--- src/rtl/count_mod.sv ---
// ============================================================================
// Module      : count_mod
// Description : Up/down counter with prescaler, load, modulo, wrap/saturate,
//               terminal-count pulse and sticky overflow flag.
// Revision    : 1.0 - initial release
// ============================================================================
`default_nettype none

module count_mod #(
  parameter int COUNTER_WIDTH  = 8,
  parameter int PRESCALE_WIDTH = 4
) (
  input  logic                      clk,
  input  logic                      rst,
  input  logic                      en,
  input  logic                      up,
  input  logic                      sat,
  input  logic                      load,
  input  logic [COUNTER_WIDTH-1:0]  load_val,
  input  logic [COUNTER_WIDTH-1:0]  modulo,
  input  logic [PRESCALE_WIDTH-1:0] prescale,
  input  logic                      clr_ovf,
  output logic [COUNTER_WIDTH-1:0]  cnt,
  output logic                      tick,
  output logic                      tc,
  output logic                      ovf
);

  logic [COUNTER_WIDTH-1:0]  r_cnt;
  logic [PRESCALE_WIDTH-1:0] r_pre;
  logic                      r_tick;
  logic                      r_tc;
  logic                      r_ovf;

  logic                      w_step;
  logic                      w_boundary;
  logic [COUNTER_WIDTH-1:0]  w_step_val;
  logic [COUNTER_WIDTH-1:0]  w_load_val;

  assign w_step     = en && !load && (r_pre == prescale);
  assign w_load_val = (load_val > modulo) ? modulo : load_val;

  always_comb begin
    w_boundary = 1'b0;
    w_step_val = r_cnt;
    if (up) begin
      if (r_cnt < modulo) begin
        w_step_val = r_cnt + 1'b1;
      end else begin
        w_boundary = 1'b1;
        w_step_val = sat ? modulo : '0;
      end
    end else begin
      // A count left above a lowered modulo snaps back without a boundary
      if (r_cnt > modulo) begin
        w_step_val = modulo;
      end else if (r_cnt == '0) begin
        w_boundary = 1'b1;
        w_step_val = sat ? '0 : modulo;
      end else begin
        w_step_val = r_cnt - 1'b1;
      end
    end
  end

  always_ff @(posedge clk or posedge rst) begin
    if (rst) begin
      r_cnt  <= '0;
      r_pre  <= '0;
      r_tick <= 1'b0;
      r_tc   <= 1'b0;
      r_ovf  <= 1'b0;
    end else begin
      r_tick <= 1'b0;
      r_tc   <= 1'b0;
      if (load) begin
        r_cnt <= w_load_val;
        r_pre <= '0;
      end else if (en) begin
        r_pre <= w_step ? '0 : r_pre + 1'b1;
      end
      if (w_step) begin
        r_cnt  <= w_step_val;
        r_tick <= 1'b1;
        r_tc   <= w_boundary;
      end
      // Setting takes precedence over a coincident clear
      if (w_step && w_boundary) begin
        r_ovf <= 1'b1;
      end else if (clr_ovf) begin
        r_ovf <= 1'b0;
      end
    end
  end

  assign cnt  = r_cnt;
  assign tick = r_tick;
  assign tc   = r_tc;
  assign ovf  = r_ovf;

endmodule

`default_nettype wire

--- config.mk ---
export PLATFORM = sky130hd
export DESIGN_NAME = count_mod
export DESIGN_NICKNAME = d
export VERILOG_FILES = /design/src/rtl/count_mod.sv
export SDC_FILE = /design/constraint.sdc
export NUM_CORES = 1
export LEC_CHECK = 0
export CORE_MARGIN = 5
export CORE_UTILIZATION = 35
export DETAILED_ROUTE_END_ITERATION = 16
export PLACE_DENSITY = 0.68
export SLEW_MARGIN = 20
export SYNTH_ARGS = -nofsm -noshare
export SYNTH_HDL_FRONTEND = slang
export SYNTH_SLANG_ARGS = --single-unit
--- constraint.sdc ---
create_clock -name clk -period 3.14 [get_ports clk]
set_input_delay 0.471 -clock clk [delete_from_list [all_inputs] [get_ports clk]]
set_output_delay 0.471 -clock clk [all_outputs]
set_load 0.02 [all_outputs]
# == Word level (Yosys, flattened, before mapping) ==
# Cells that the tools add are included.
# W data, S select, Z words.
# op_classes
n_lt_le_gt_ge,3
add_sub_neg,3
reduce_logical,8
n_mux,20
n_eq_ne,1
# op_table
cell,count
$mux W8,9
$gt A8 B8 Y1,2
$mux W4,3
$add A8 B1 Y8 const B,1
$logic_not A8 Y1,1
$lt A8 B8 Y1,1
$mux W1,8
$sub A8 B1 Y8 const B,1
$reduce_bool A2 Y1,3
$add A4 B1 Y4 const B,1
$eq A4 B4 Y1,1
$logic_and A1 B1 Y1,3
$logic_not A1 Y1,1
# totals
output_inout_bits,11
register_bits,15

# == Longest topological paths before layout ==
# logic_depth
ltp_word,6
depth_mapped,9

# == Worst setup path after synthesis ==
# No wires, ideal clock.
# synth_timing
kind,register -> register
startpoint,"register r_cnt[0], in the netlist cnt[0]"
endpoint,"register r_cnt[0], in the netlist cnt[0]"
stages_incl_launch_ff,10
arrival_ns,2.350
slack_ns,0.651
path_buffers,1
cell_sequence,dfrtp_1 > inv_1 > ha_1 > nand4_1 > nor2_1 > a211o_1 > and4_4 > buf_6 > o211a_1 > or4_1
# synth_via
elab_chain_cells,5
elab_cells_between_ends,10
# synth_lines
item,line_no,text
"start, declared",29,logic [COUNTER_WIDTH-1:0] r_cnt;
"start signal, assigned",77,r_cnt <= w_load_val;
"start signal, assigned",83,r_cnt <= w_step_val;
$sub A8 B1 Y8 / $logic_not A8 Y1 (equally long branches),"61, 57",
$mux W8,57,end else if (r_cnt == '0) begin
$mux W8,55,if (r_cnt > modulo) begin
$mux W8 *,46,if (up) begin
$mux W8 *,82,if (w_step) begin
# Mark *: on every way between the ends. The rest lies on a longest branch, timed or not.
# A chain may end at the register's enable or synchronous reset.

# == Worst setup path in the final report ==
# layout_timing
startpoint,input port modulo[1]
endpoint,"register r_cnt[0], in the netlist cnt[0]"
# layout_via
elab_chain_cells,4
elab_cells_between_ends,9
# layout_lines
item,line_no,text
"start, declared",20,"input logic [COUNTER_WIDTH-1:0] modulo,"
"$gt A8 B8 Y1, or another cell as far along",41,assign w_load_val = (load_val > modulo) ? modulo : load_val;
"$mux W8, on equally long branches","41, 47, 55",
"$mux W8, on equally long branches","76, 46",
$mux W8 *,82,
# Mark *: on every way between the ends. The rest lies on a longest branch, timed or not. The select of a mux whose other input is x is not followed.

==> flow_summary.ini <==
[place]
dp_worst_setup_slack_ps = 39.5
finalWeightedCongestion = 0.884
dpl_cell_area_um2 = 2260
io_buffer_count = 37
hpwl_um = 4150

[floorplan]
fp.dieW_um = 80.8
io_pins = 38
initial_core_util = 0.367
core_um2 = 4790
dieArea_um2 = 6540
chipHeight_um = 80.8
fp-row-count = 25

[sta]
tightestPinTransition_ps = 569
slew-limit-headroom = 0.620
rsz0062_at_grt = false
worst_slack_ps = 299
setup_violations = 0
setup-tns-final_ps = 0
clock_skew_ps = 5.40
min_period_ps = 2840
max_clock_freq_ghz = 0.352
post-route-period-util = 0.905
hold-worst-slack_ps = 523
hold_violations = 0
maxSlewViolCount = 0

[synth]
postSynthCellCount = 219
synth_ff_type = dfrtp_1
synthAdderAreaFrac = 0.142
ys_seq_area_frac = 0.214
synthArstFlopShare = 1.00
ys_ff_latch = 15
synth_compound_area_frac = 0.228
syn_nets = 266
synth_edf_count = 0
synth.area.mux_share = 0.0114
syn_area_um2 = 1760
yosysWarnings = 0
syn_avg_cell_area_um2 = 8.02
synth-simple-area-share = 0.249
synthDistinctLibCells = 54
synth_xor_xnor_area_share = 0.0897
synth_top_family_by_area = simple AND/OR/NAND/NOR gates

[layout]
drive_gt1_frac = 0.121
fin_nets = 313
fillers = 489
final_area_um2 = 2310
antennaDiodeCount = 0
syn2layout_area_growth_pct = 31.3

[detailed_routing]
first_pass_iters = 4
drtIter0Drc = 85
vias = 1780
drc = 0
avgRoutedWirePerCell_um = 15.3
viasPerCell = 5.36
wl_um = 5070
antenna_left = 0

[clocking]
cts_root_buf = clkbuf_8
clk_latency_ps = 250
cts_buffer_depth = 2
htree_levels = 1
ctsResizeCount = 0
cts_buffers = 3
tritoncts = built
cts_sinks = 15
path_clk_slew_ps = 60
cts_setup_buffers = 0
holdBufCountCts = 0

[power_and_ir_drop]
p_int_w = 0.000508
vdd_drop_max_mv = 0.133
p_per_area_nw_per_um2 = 365
p_comb_frac = 0.530
p_clk_frac = 0.186
power_frac_seq = 0.284
swShare = 0.397
p_sw_w = 0.000334
p_leak_nw = 0.996

[min_path]
hp-class = flop to flop

[run]
drv_cap = 0

[outcome]
outcome = finished clean

[setup_path]
critPathCaptureType = flop
crit_fanout = 9
critPathLaunchType = input port
crit_arrival_ps = 2960
reg2reg_setup_slack_ps = 560
crit_type = input port to flop
critPathRequiredTime_ps = 3260

[global_route]
grt_pass1_vias = 1735
antenna_found_initial = 0
grt_pass1_wl_um = 8180
grt-ovfl-total = 0
grt.total_usage = 0.157
grt_max_degree = 16
flip-flops by register name, indices dropped and copies added (netlist names):
signal and count:
cnt 8, r_pre 4, ovf 1, tc 1
tick 1
cell type report:
class                           count  area, um^2  share of cell area
Inverter                           16        60.1              0.0260
Sequential cell                    15         375               0.163
Multi-Input combinational cell    179        1270               0.549
Timing Repair Buffer               51         475               0.206
Clock buffer                        3        41.3              0.0179
Clock inverter                      1        5.00             0.00217
Tap cell                           67        83.8              0.0363
metal layers:
layer / up-vias / part of all wire / track usage
met2: 48 / 0.47 / 0.266
li1: 902 / - / -
met4: 0 / 0.0061 / 0.0405
met3: 4 / 0.059 / 0.0166
met5: - / 0 / 0
met1: 826 / 0.47 / 0.211
critical path, cell delays in order:
cell             delay, ps
clkdlybuf4s50_1        520
inv_1                   80
ha_1                   280
nor2b_1                130
o211ai_1               110
a21oi_1                480
nor3_1                 140
o211a_1                240
or4_1                  500
final timing paths:
kind | endpoint | depth (start not counted) | startpoint
min in group asynchronous | ovf$_DFFE_PP0P_ | 2 | rst
setup reg to reg | cnt[0]$_DFFE_PP0P_ | 8 | cnt[0]$_DFFE_PP0P_
hold reg to reg | ovf$_DFFE_PP0P_ | 2 | ovf$_DFFE_PP0P_
setup / recovery | cnt[0]$_DFFE_PP0P_ | 9 | modulo[1]
max in group asynchronous | r_pre[1]$_DFFE_PP0P_ | 2 | rst
hold / removal | ovf$_DFFE_PP0P_ | 2 | ovf$_DFFE_PP0P_
synthesized netlist by cell type, drive strengths merged (7+ instances only):
master  instances  area share
ha             20        0.14
nor2           16       0.034
nand3          14       0.043
a21oi          13       0.037
xnor2           9       0.045
o21ai          12       0.036
and3            7       0.026
inv            16       0.034
nand2          14       0.030
xor2            9       0.045
dfrtp          15        0.21
metrics by stage:
| stage | total power [W] | std cells | utilization |
|---|---|---|---|
| after floorplan | 0.000519 | 219 | - |
| after CTS | 0.000846 | 332 | 0.482 |
| after global routing | 0.000898 | 332 | 0.482 |
| after global placement | 0.000680 | 328 | 0.472 |
| after detailed placement | 0.000685 | 328 | 0.472 |
| final | 0.000842 | 332 | 0.482 |
kinds of logic (layout without fill, tap and decap cells):
| logic type | Yosys count | in the layout |
|---|---|---|
| xor gates and xnor gates | 18 | 18 |
| buffers and inverters | 25 | 71 |
| muxes | 2 | 2 |
| adders and majority gates | 20 | 20 |
| AOI/OAI and AO/OA | 59 | 59 |
| and+or+nand+nor | 80 | 80 |
| DFF | 15 | 15 |
power by group through the flow:
stage / Clock, W / Combinational (W) / Sequential (W)
finish: 0.000157 / 0.000447 / 0.000239
global route: 0.000169 / 0.000487 / 0.000242
CTS: 0.000160 / 0.000448 / 0.000238
detailed placement: 0 / 0.000443 / 0.000242
global placement: 0 / 0.000439 / 0.000242
floorplan: 0 / 0.000253 / 0.000266
placed cells by master (no fill, tap or decap), drive strengths merged, types with 2 or more instances in the layout:
master	instances
a21boi	2
a21o	2
a21oi	13
a221oi	3
a311oi	2
a31o	3
a31oi	6
and2	4
and3	7
buf	14
clkbuf	3
clkdlybuf4s50	37
dfrtp	15
ha	20
inv	16
mux2i	2
nand2	14
nand3	14
nand4	5
nor2	16
nor3	4
nor3b	3
nor4	4
o211ai	4
o21ai	12
o31a	3
or2	3
or3	2
xnor2	9
xor2	9
No activity file was read; power rests on OpenSTA's default activity.
